`src/rtl/score_display_pkg.sv`:
```
// Shared constants for the score display: score width, digit count,
// saturation limit, seven-segment codes and the converter state type.
package score_display_pkg;

   localparam int scorelen   = 13;
   localparam int num_digits = 4;
   localparam int sat_limit  = 9999;

   // Segment order {g,f,e,d,c,b,a}, active-high.
   localparam logic [6:0] seg_blank = 7'h00;
   localparam logic [6:0] seg_0     = 7'h3F;
   localparam logic [6:0] seg_1     = 7'h06;
   localparam logic [6:0] seg_2     = 7'h5B;
   localparam logic [6:0] seg_3     = 7'h4F;
   localparam logic [6:0] seg_4     = 7'h66;
   localparam logic [6:0] seg_5     = 7'h6D;
   localparam logic [6:0] seg_6     = 7'h7D;
   localparam logic [6:0] seg_7     = 7'h07;
   localparam logic [6:0] seg_8     = 7'h7F;
   localparam logic [6:0] seg_9     = 7'h6F;

   typedef enum logic [1:0] {
      ST_IDLE  = 2'd0,
      ST_SHIFT = 2'd1,
      ST_DONE  = 2'd2
   } conv_state_t;

   // BCD digit to segment pattern; non-decimal nibbles show nothing.
   function automatic logic [6:0] seg_enc(input logic [3:0] d);
      logic [6:0] s;
      case (d)
         4'd0:    s = seg_0;
         4'd1:    s = seg_1;
         4'd2:    s = seg_2;
         4'd3:    s = seg_3;
         4'd4:    s = seg_4;
         4'd5:    s = seg_5;
         4'd6:    s = seg_6;
         4'd7:    s = seg_7;
         4'd8:    s = seg_8;
         4'd9:    s = seg_9;
         default: s = seg_blank;
      endcase
      return s;
   endfunction

endpackage

```
`src/rtl/score_display_bin2bcd_seq.sv`:
```
// Sequential double-dabble converter: one shift per clk3 cycle.
//
// Handshake: start is sampled only while state is ST_IDLE (busy low); the
// cycle it is seen, bin_in is captured and busy rises. busy stays high through
// SHIFT and DONE. done is a one-cycle registered pulse that is high while
// bcd_out holds the finished result; the consumer latches bcd_out on it.
module bin2bcd_seq
   import score_display_pkg::*;
#(
   parameter int SCORE_W = scorelen + 1
) (
   input  logic               clk3,
   input  logic               reset,
   input  logic               start,
   input  logic [SCORE_W-1:0] bin_in,
   output logic [15:0]        bcd_out,
   output logic               busy,
   output logic               done,
   output conv_state_t        state
);

   localparam int CW = $clog2(SCORE_W + 1);

   logic [SCORE_W-1:0] bin_sr;
   logic [15:0]        bcd_sr;
   logic [CW-1:0]      cnt;
   logic [15:0]        bcd_adj;

   assign bcd_out = bcd_sr;

   // Add-3 correction on every nibble that would overflow after doubling.
   always_comb begin
      bcd_adj = bcd_sr;
      for (int i = 0; i < 4; i++) begin
         if (bcd_sr[4*i +: 4] >= 4'd5)
            bcd_adj[4*i +: 4] = bcd_sr[4*i +: 4] + 4'd3;
      end
   end

   // IDLE/SHIFT/DONE conversion FSM with its shift registers and counter.
   always_ff @(posedge clk3 or negedge reset) begin
      if (!reset) begin
         state  <= ST_IDLE;
         bin_sr <= '0;
         bcd_sr <= '0;
         cnt    <= '0;
         busy   <= 1'b0;
         done   <= 1'b0;
      end else begin
         case (state)
            ST_IDLE: begin
               done <= 1'b0;
               if (start) begin
                  bin_sr <= bin_in;
                  bcd_sr <= '0;
                  cnt    <= '0;
                  busy   <= 1'b1;
                  state  <= ST_SHIFT;
               end
            end
            ST_SHIFT: begin
               bcd_sr <= {bcd_adj[14:0], bin_sr[SCORE_W-1]};
               bin_sr <= bin_sr << 1;
               cnt    <= cnt + 1'b1;
               if (cnt == CW'(SCORE_W - 1)) begin
                  done  <= 1'b1;
                  state <= ST_DONE;
               end
            end
            ST_DONE: begin
               done  <= 1'b0;
               busy  <= 1'b0;
               state <= ST_IDLE;
            end
            default: begin
               done  <= 1'b0;
               busy  <= 1'b0;
               state <= ST_IDLE;
            end
         endcase
      end
   end

endmodule

```
`src/rtl/score_display.sv`:
```
// Score display: detects score changes, converts to BCD with saturation at
// 9999, and scans four common-enable seven-segment digits with leading-zero
// blanking.
module score_display
   import score_display_pkg::*;
#(
   parameter int SCORE_W  = scorelen + 1,
   parameter int SCAN_DIV = 4
) (
   input  logic               clk3,
   input  logic               reset,
   input  logic [SCORE_W-1:0] score,
   output logic [6:0]         seg,
   output logic [3:0]         an,
   output logic               busy
);

   localparam int          DW    = (SCAN_DIV > 1) ? $clog2(SCAN_DIV) : 1;
   localparam logic [31:0] SAT32 = 32'(sat_limit);

   logic [SCORE_W-1:0] last_score;
   logic [SCORE_W-1:0] sat_score;
   logic [15:0]        disp_bcd;
   logic [15:0]        conv_bcd;
   logic               conv_done;
   logic               start;
   conv_state_t        conv_state;
   logic [DW-1:0]      div;
   logic [1:0]         idx;
   logic [3:0]         cur_digit;
   logic               blank;

   // A new conversion starts whenever the converter is idle and the score
   // differs from the last one captured; changes while busy are picked up
   // on the next idle cycle.
   assign start = (conv_state == ST_IDLE) && (score != last_score);

   // Clamp to the largest value four digits can show.
   always_comb begin
      sat_score = score;
      if (32'(score) > SAT32)
         sat_score = SCORE_W'(sat_limit);
   end

   bin2bcd_seq #(
      .SCORE_W (SCORE_W)
   ) u_conv (
      .clk3    (clk3),
      .reset   (reset),
      .start   (start),
      .bin_in  (sat_score),
      .bcd_out (conv_bcd),
      .busy    (busy),
      .done    (conv_done),
      .state   (conv_state)
   );

   // Remember the captured score and publish finished conversions atomically.
   always_ff @(posedge clk3 or negedge reset) begin
      if (!reset) begin
         last_score <= '0;
         disp_bcd   <= '0;
      end else begin
         if (start)
            last_score <= score;
         if (conv_done)
            disp_bcd <= conv_bcd;
      end
   end

   // Current digit and leading-zero blanking; the units digit always shows.
   always_comb begin
      cur_digit = disp_bcd[4*idx +: 4];
      case (idx)
         2'd1:    blank = (disp_bcd[15:4]  == 12'h000);
         2'd2:    blank = (disp_bcd[15:8]  == 8'h00);
         2'd3:    blank = (disp_bcd[15:12] == 4'h0);
         default: blank = 1'b0;
      endcase
   end

   // Digit scanner: hold each digit SCAN_DIV cycles, register enable and segments.
   always_ff @(posedge clk3 or negedge reset) begin
      if (!reset) begin
         div <= '0;
         idx <= '0;
         an  <= 4'b0000;
         seg <= seg_blank;
      end else begin
         if (div == DW'(SCAN_DIV - 1)) begin
            div <= '0;
            idx <= idx + 2'd1;
         end else begin
            div <= div + 1'b1;
         end
         an  <= 4'b0001 << idx;
         seg <= blank ? seg_blank : seg_enc(cur_digit);
      end
   end

endmodule
```
`config.mk`:
```
export PLATFORM = sky130hd
export DESIGN_NAME = score_display
export DESIGN_NICKNAME = d
export VERILOG_FILES = /design/src/rtl/score_display_pkg.sv /design/src/rtl/score_display_bin2bcd_seq.sv /design/src/rtl/score_display.sv
export SDC_FILE = /design/constraint.sdc
export NUM_CORES = 1
export LEC_CHECK = 0
export ABC_AREA = 1
export ABC_CLOCK_PERIOD_IN_PS = 3230
export BUFFER_PORTS_ARGS = -buffer_cell sky130_fd_sc_hd__buf_2
export CAP_MARGIN = 20
export CORE_ASPECT_RATIO = 0.75
export CORE_UTILIZATION = 58
export DETAILED_ROUTE_END_ITERATION = 8
export PLACE_DENSITY_LB_ADDON = 0.12
export SYNTH_ARGS = -nofsm -noshare
export SYNTH_HDL_FRONTEND = slang
export SYNTH_SLANG_ARGS = --single-unit
```
`constraint.sdc`:
```
create_clock -name clk3 -period 3.23 [get_ports clk3]
set_clock_uncertainty 0.05 [all_clocks]
set_input_delay 0.1615 -clock clk3 [delete_from_list [all_inputs] [get_ports clk3]]
set_output_delay 0.1615 -clock clk3 [all_outputs]
set_load 0.005 [all_outputs]
```
# Word level (Yosys, flattened, before mapping)
# Memory sizes are Yosys's and may differ from the RTL's.
# Cells that the tools add are included.
[word_totals] reg_bits=83 rom_bits=112 input_bits=16 out_inout_bits=12 wordCells=67 mem_count=1
[op_classes] addsub=7 order_cmp=5 eq_ne=9 shift=2 muxes=21 bitwise=1 n_reduce_logical=9
[memory_table] name="(no name shown)" depth=16 word_bits=7 read_ports=1 rd_ports_with_merged_regs=0 write_ports=0 line_no="score_display_pkg.sv:31" text="case (d)"
[ops] op="$pmux 16 s2" count=1
[ops] op="$mux 14" count=2
[ops] op="$pmux 14 s2" count=1
[ops] op="$ge 4x3->1 const B" count=4
[ops] op="$mux 16" count=1
[ops] op="$mux 4" count=4
[ops] op="$shiftx 16x5->4" count=1
[ops] op="$gt 14x14->1 const B" count=1
[ops] op="$ne 14x14->1" count=1
[ops] op="$add 4x2->4 const B" count=3
[ops] op="$logic_not 12->1" count=1
[ops] op="$logic_not 8->1" count=1
[ops] op="$pmux 4 s2" count=1
[ops] op="$mux 7" count=1
[ops] op="$eq 2x2->1 const B" count=3
[ops] op="$mux 2" count=3
[ops] op="$reduce_and 2->1" count=3
[ops] op="$add 2x1->2 const B" count=2
[ops] op="$add 4x1->4 const B" count=1
[ops] op="$eq 2x1->1 const B" count=2
[ops] op="$eq 4x4->1 const B" count=1
[ops] op="$logic_not 4->1" count=1
[ops] op="$pmux 2 s2" count=1
[ops] op="$shl 1x2->4 const A" count=1
[ops] op="other kinds (11)" count=13

# Logic depth before layout (Yosys ltp)
# Gate-level depths: netlist of the first run.
[logic_depth] word_depth=4 mapped_depth=12 depth_no_buf=11

# By module
# Synthesis of the first run repeated with hierarchy kept, for this count alone.
[unflattened] hier_cells=566 area_unflattened_um2=4400.5
[modules_own_cells] mod="score_display" instances=1 cells_each=319 area_each_um2=2421.1 seq_area_each_um2=1126.1
[modules_own_cells] mod="bin2bcd_seq" instances=1 cells_each=247 area_each_um2=1979.4 seq_area_each_um2=950.9

# Worst setup path after synthesis of the first run
# Ideal clock, no wire load.
[synth_path] path_type="flip-flop to flip-flop" start="register idx[0]" end="register seg[6]" setup_ns=0.072 arrival_time_ns=1.628 required_time_ns=3.108 slack_ns=1.480 stages_incl_launch_ff=11 path_buffers=1 period_less_slack_ns=1.750 cell_sequence="dfrtp_1 > buf_2 > a21oi_1 > o21ai_0 > nand2_1 > inv_1 > ha_1 > or2_2 > nand3_1 > nand2_1 > nor2_1"
[synth_between] elab_chain_cells=3 word_cells_on_any_way=7 cone_classes="eq/ne: 3; shift: 1; mux: 2; memory: 1"
[synth_lines] item="start: declaration" line_no="score_display.sv:29" text="logic [1:0] idx;"
[synth_lines] item="start signal: assignment" line_no="score_display.sv:92" text="idx <= idx + 2'd1;"
[synth_lines] item="$shiftx 16x5->4 (tied with other cells)" line_no="score_display.sv:73" text="cur_digit = disp_bcd[4*idx +: 4];"
[synth_lines] item="$mem_v2 16x7 or $pmux 1 s3 (tied branches)"
[synth_lines] item="$mux 7 *" line_no="score_display.sv:97" text="seg <= blank ? seg_blank : seg_enc(cur_digit);"
[synth_lines] item="end signal: assignment" line_no="score_display.sv:88" text="seg <= seg_blank;"
[synth_lines] item="end signal: assignment" line_no="score_display.sv:97"
[synth_lines] item="end: declaration" line_no="score_display.sv:13" text="output logic [6:0] seg,"
# Every way passes the cells marked *; elsewhere a longest branch is shown, timed or not.
# A chain may end at the register's enable or synchronous reset.

# Worst setup path after layout of the first run
[layout_path] start="register idx[0]" end="register seg[5]"
# The elaborated chain is that of the path after synthesis.

==> impl_metrics.csv, run 1 <==
group,metric,value,unit
run_status,status,"finished clean",
die,dieWidth,102,um
detailed_routing,drc,0,
setup_path,timing.rr.start,"idx[0]$_DFFE_PN0P_",
synthesis,yosysTopAreaCellShare,47.8,%
layout,areaGrowthSynthToFinish,9.61,%
grt,antenna_found_initial,0,
layout,diodes,0,
timing,holdWs,45.3,ps
setup_path,rr_worst_depth,10,
die,num_rows,26,
die,start_util,61.9,%
synthesis,synth.distinct_cells,28,
clock_network,cts_buffers,9,
clock_network,cts_root_buf,"clkbuf_8",
layout,drive_above_1_share,9.81,%
layout,layout_commonest_cell,"nand2_1",
die,ios,28,
detailed_routing,dr.pass1.iters,5,
detailed_routing,via_per_inst,5.15,
clock_network,cts_resized,0,
setup_path,r2r_end,"seg[5]$_DFF_PN0_",
placed_design,dp_hpwl,5780,um
detailed_routing,wl_per_cell,12.0,um
timing,relSlewSlack,70.7,%
synthesis,yosys.area.top_type,"dfrtp_1",
grt,grt_pass1_vias,3252,
detailed_routing,drtIter0Drc,272,
setup_path,crit_path_max_fanout,13,
clock_network,cts-htree-levels,3,
placed_design,numPlacedInstances,671,
setup_path,required,3470,ps
timing,fmax,462,MHz
synthesis,synth_fp_nets,597,
hold_path,holdPathEnd,"last_score[3]$_DFFE_PN0P_",
placed_design,port_buffers,27,
synthesis,ys_ff_latch,83,
detailed_routing,via_count,3549,
synthesis,syn_area,0.00435,mm^2
grt,grt_max_degree,84,
clock_network,post-cts-setup-buffer-count,0,
layout,mostFrequentLayoutCells,"nand2_1 (175), dfrtp_1 (83), inv_1 (64), nand3_1 (60), o21ai_0 (50)",
layout,fin_area,0.00476,mm^2
placed_design,place_area,0.00453,mm^2
clock_network,path_clk_slew,90,ps
grt,track_usage,24.6,%
power,power.leakage,2.55,nW
die,core_area,0.00703,mm^2
timing,period_share,67.0,%
hold_path,min-delay-start,"score[3]",
clock_network,clock_latency,360,ps
power,powerDensity,975,mW/mm^2
setup_path,cp-start-kind,"flip-flop",
setup_path,reg2reg_setup_slack,1060,ps
synthesis,avgSynthCellArea,7.75,um^2
setup_path,worstSetupPathType,"flip-flop to flip-flop",
setup_path,endpoint_kind,"flip-flop",
power,p_total,4.65,mW
placed_design,routabilityCongestion,0.856,
clock_network,clock-sinks,83,
timing,grt_setup_unrepaired,"false",
synthesis,netlist_instances,561,
grt,overflow,0,
power,peakVddDrop,0.000530,V
timing,worstMarginPinSlew,439,ps
synthesis,yosysSeqAreaShare,47.8,%
detailed_routing,detail_route.wirelength,8290,um
die,chipHeight,77.0,um
clock_network,cts_buffer_depth,2,
timing,setup_viol_count_final,0,
setup_path,cp.arrival,2410,ps
synthesis,ys_warn_count,0,
timing,tns,0,ps
clock_network,cts_tree,"done",
run,max_cap_violations,0,
hold_path,hold_class,"input port to flip-flop",
timing,period_needed,2170,ps
grt,grt_pass1_wl,15100,um
detailed_routing,ant_nets,0,
timing,finalMaxSlewViolations,0,
layout,layout.nets,622,
die,dieArea,0.00785,mm^2
timing,hold_viol_final,0,
layout,finalNonFillerCells,689,
synthesis,synthTopCellsByArea,"dfrtp_1 (48%), nand2_1 (15%), nand3_1 (6.9%)",
hold_path,hold_depth,3,
[cells in the mapped netlist, drive strengths merged]
cell type / count
nor2: 40
o31ai: 2
nand2: 179
buf: 12
nand3: 60
clkbuf: 7
ha: 20
xnor2: 2
or2: 2
dfrtp: 83
o211ai: 2
nor3: 3
a22oi: 1
o21bai: 1
a21oi: 25
clkinv: 2
inv: 65
o21ai: 51
xor2: 4
[layout make-up]
type / instances / area [um^2]
fill: 565 / 2260
sequential: 83 / 2080
inverter: 67 / 251
clock inverter: 7 / 77.6
timing repair buffer: 33 / 205
clock buffer: 9 / 124
tap: 98 / 123
multi-input combinational: 392 / 1910
[how the worst max path moves through the flow]
stage	startpoint	slack [ps]	endpoint
6_report	idx[0]$_DFFE_PN0P_	1060	seg[5]$_DFF_PN0_
2_1_floorplan	idx[0]$_DFFE_PN0P_	1480	seg[6]$_DFF_PN0_
5_1_grt	idx[0]$_DFFE_PN0P_	840	seg[0]$_DFF_PN0_
3_5_place_dp	idx[0]$_DFFE_PN0P_	1110	seg[6]$_DFF_PN0_
3_3_place_gp	idx[0]$_DFFE_PN0P_	1200	seg[6]$_DFF_PN0_
4_1_cts	idx[0]$_DFFE_PN0P_	1100	seg[6]$_DFF_PN0_
[per-layer routing]
layer | track usage, % | wire, um
met4 | 6.86 | 86
met5 | 0 | 0
met3 | 4.92 | 501
met2 | 35.7 | 3580
met1 | 37.0 | 4120
[sequential cells by signal (all words and copies together) (netlist names)]
name	count
an	4
disp_bcd	16
div	2
idx	2
last_score	14
seg	7
u_conv.bcd_out	16
u_conv.bin_sr	14
u_conv.busy	1
u_conv.cnt	4
u_conv.done	1
u_conv.state	2
[power breakdown]
part	switching, mW	leakage [nW]	total, mW	internal [mW]
logic	1.28	1.44	2.05	0.761
clock network	0.391	0.0881	0.752	0.360
registers	0.343	1.02	1.85	1.51
[per-stage QoR]
step	setup WS, ps	util [%]
floorplan	1480	-
global placement	1200	64.4
detailed placement	1110	64.4
CTS	1100	67.4
global route	838	67.8
finish	1060	67.8
[cell families after synthesis]
| family | count (synthesis) | share of synthesized area [%] |
|---|---|---|
| xor+xnor | 6 | 1.21 |
| simple gates | 284 | 27.0 |
| compound gates | 82 | 9.87 |
| buf+inv | 86 | 8.35 |
| flops | 83 | 47.8 |
| fa+ha+maj | 20 | 5.76 |
[critical path, stage by stage (launching register included)]
cell and delay [ps]:
dfrtp_1 570, clkinv_1 310, nand2_1 140, nand3_1 70, nand2_1 160, inv_1 90, ha_1 190, or2_2 300
nand3_1 70, nand2_1 60, nor2_1 90
[timing repair]
| item | 4_1_cts | 5_1_grt |
|---|---|---|
| hold buffers | 1 | 0 |
| endpoints found under the hold margin | 83 | 0 |
| endpoints found under the setup margin | 0 | 0 |
Note: power is estimated with default switching activity, not from simulation.
==> run 2: changes to the inputs <==
Settings changed: ABC_AREA 1 to 0, ABC_CLOCK_PERIOD_IN_PS 3230 to 2100.
Clock period 3.23 ns to 2.1 ns, I/O delays scaled along.
==> impl_metrics.csv, run 2 <==
group,metric,value,unit
synthesis,synth_fp_nets,407,
setup_path,cp-endpoint,"last_score[8]$_DFFE_PN0P_",
placed_design,numPlacedInstances,491,
setup_path,cp-start-kind,"input port",
power,power.leakage,2.15,nW
synthesis,ys_warn_count,0,
layout,drive_above_1_share,24.2,%
synthesis,synthTopCellsByArea,"dfrtp_1 (50%), mux2_2 (6.5%), ha_1 (6.1%)",
placed_design,dp_hpwl,5370,um
hold_path,hold_class,"input port to flip-flop",
clock_network,path_clk_slew,80,ps
synthesis,yosysMostFrequentCell,"dfrtp_1",
run_status,status,"finished clean",
detailed_routing,wl_per_cell,15.1,um
setup_path,r2r_end,"last_score[8]$_DFFE_PN0P_",
timing,period_needed,1980,ps
placed_design,post-place-ws,162,ps
detailed_routing,detail_route.wirelength,7720,um
layout,layout.nets,447,
setup_path,crit_path_max_fanout,14,
die,dieWidth,99.5,um
detailed_routing,ant_nets,0,
setup_path,worstSetupPathType,"input port to flip-flop",
power,powerDensity,1500,mW/mm^2
detailed_routing,via_per_inst,5.42,
setup_path,required,2280,ps
setup_path,endpoint_kind,"flip-flop",
timing,period_share,94.3,%
setup_path,cp_top_family,"simple AND/OR/NAND/NOR gates",
detailed_routing,dr.pass1.iters,4,
run,max_cap_violations,0,
die,dieArea,0.00747,mm^2
synthesis,synth-edff-count,0,
clock_network,cts_buffer_depth,2,
layout,areaGrowthSynthToFinish,12.9,%
layout,fill_cells,526,
setup_path,rr_worst_depth,5,
hold_path,hold_depth,2,
grt,grt_pass1_vias,2655,
layout,finalNonFillerCells,512,
timing,tns,0,ps
detailed_routing,via_count,2777,
layout,mostFrequentLayoutCells,"dfrtp_1 (83), nand2_1 (47), buf_2 (26), mux2_2 (24), nor2_1 (22)",
setup_path,timing.rr.start,"last_score[7]$_DFFE_PN0P_",
die,chipHeight,75.1,um
setup_path,critPathBufInv,2,
synthesis,synth.distinct_cells,44,
setup_path,slowest_delay,530,ps
power,p_sw_share,37.1,%
clock_network,cts_root_buf,"clkbuf_8",
clock_network,cts_resized,0,
clock_network,post-cts-setup-buffer-count,0,
timing,worstMarginPinSlew,698,ps
grt,grt_max_degree,84,
synthesis,yosysSeqAreaShare,50.2,%
timing,grt_setup_unrepaired,"false",
clock_network,clock_latency,340,ps
synthesis,netlist_top_cells_count,"dfrtp_1 (83), nand2_1 (47), mux2_2 (24), nor2_1 (22), ha_1 (20)",
setup_path,reg2reg_setup_slack,140,ps
detailed_routing,drc,0,
synthesis,netlist_instances,371,
power,p_sw,2.59,mW
timing,layout_setup_ws,119,ps
timing,fmax,505,MHz
grt,grt_pass1_wl,13300,um
grt,overflow,0,
die,start_util,60.2,%
layout,diodes,0,
power,p_comb_share,43.4,%
placed_design,port_buffers,27,
clock_network,cts-htree-levels,3,
power,peakVddDrop,0.000777,V
clock_network,cts_buffers,9,
timing,relSlewSlack,53.4,%
synthesis,synth_ff_type,"dfrtp_1",
setup_path,cp-startpoint,"score[2]",
power,clkPwrFrac,15.6,%
placed_design,routabilityCongestion,0.778,
synthesis,synthArstFlopShare,100,%
timing,finalMaxSlewViolations,0,
synthesis,syn_area,0.00413,mm^2
timing,holdWs,18.9,ps
die,ios,28,
clock_network,cts_tree,"done",
timing,hold_viol_final,0,
setup_path,cpMaxStageDelayCell,"dlygate4sd3_1",
layout,multi_input_area,0.00191,mm^2
layout,layout_commonest_cell,"dfrtp_1",
timing,setup_viol_count_final,0,
layout,layout.area.seq,0.00208,mm^2
setup_path,cp_cell_sequence,"dlygate4sd3_1 -> buf_2 -> xor2_1 -> nor4_2 -> nand4_2 -> nand2_4 -> mux2_2",
power,p_seq_share,41.0,%
setup_path,crit_cells,7,
grt,antenna_found_initial,0,
synthesis,yosys.area.top_type,"dfrtp_1",
grt,track_usage,23.4,%
power,intPower,4.39,mW
die,num_rows,26,
clock_network,clock-sinks,83,
die,core_area,0.00686,mm^2
synthesis,avgSynthCellArea,11.1,um^2
detailed_routing,drtIter0Drc,177,
synthesis,ys_ff_latch,83,
synthesis,yosysTopAreaCellShare,50.2,%
setup_path,cp.arrival,2160,ps
-- run 2: changes by cell type in the layout (fill, tap and decap cells not counted), moves of 8 or more --
cell / previous run / this run
a21oi_1: 25 / 11
inv_1: 64 / 17
nand3_1: 60 / 7
nand2_1: 175 / 47
nor3_1: 3 / 11
a21oi_2: 0 / 8
nand2b_1: 0 / 8
mux2_2: 0 / 24
xor2_1: 4 / 17
nor2_1: 38 / 22
o21ai_0: 50 / 19
-- run 2: metrics by stage --
stage / area (um^2) / utilization, % / total power, mW
2_1_floorplan: 4130 / - / 5.17
3_3_place_gp: 4420 / 64.3 / 5.79
3_5_place_dp: 4420 / 64.3 / 5.91
4_1_cts: 4670 / 68.0 / 7.02
5_1_grt: 4670 / 68.0 / 7.59
6_report: 4670 / 68.0 / 6.98
-- run 2: cell families (layout without fill, tap and decap cells) --
family / Yosys count / after routing / synth area share (%)
AND/OR/NAND/NOR: 107 / 107 / 12.3
flip-flops: 83 / 83 / 50.2
AO/OA/AOI/OAI: 70 / 70 / 11.7
multiplexers: 35 / 35 / 11.1
buffers and inverters: 32 / 75 / 3.51
XOR/XNOR: 24 / 24 / 5.08
adder cells (fa/ha/maj): 20 / 20 / 6.05
-- run 2: how the worst min path moves through the flow --
| stage | to | slack [ps] | from |
|---|---|---|---|
| after floorplan | an[0]$_DFF_PN0_ | -240 | reset |
| after global placement | u_conv.cnt[2]$_DFFE_PN0P_ | 120 | reset |
| after detailed placement | u_conv.cnt[2]$_DFFE_PN0P_ | 120 | reset |
| after CTS | last_score[8]$_DFFE_PN0P_ | 3 | score[8] |
| after global routing | last_score[6]$_DFFE_PN0P_ | 20 | score[6] |
| final | last_score[8]$_DFFE_PN0P_ | 20 | score[8] |
-- run 2: layout make-up --
type	instances	share of cell area [%]
Timing Repair Buffer	44	6.60
Tap cell	98	2.63
Sequential cell	83	44.5
Multi-Input combinational cell	256	41.0
Clock inverter	3	0.858
Clock buffer	11	3.03
Inverter	17	1.37
-- run 2: power groups by stage --
stage / Clock, mW / Combinational [mW] / Sequential (mW)
after floorplan: 0 / 2.48 / 2.69
after global placement: 0 / 2.93 / 2.86
after detailed placement: 0 / 3.03 / 2.88
after CTS: 1.12 / 3.05 / 2.86
after global routing: 1.17 / 3.45 / 2.96
final: 1.09 / 3.03 / 2.86
-- run 2: metal layers --
metal / wire length, um / share of wire, % / track usage, %
met2: 3380 / 44 / 35.2
met4: 24 / 0.31 / 5.88
met5: 0 / 0 / 0
met3: 332 / 4.3 / 4.83
met1: 3980 / 52 / 35.2
-- run 2: repair_timing --
action / in CTS / in global routing
hold endpoints to repair: 89 / 0
hold buffers: 7 / 0
endpoints found under the setup margin: 0 / 0
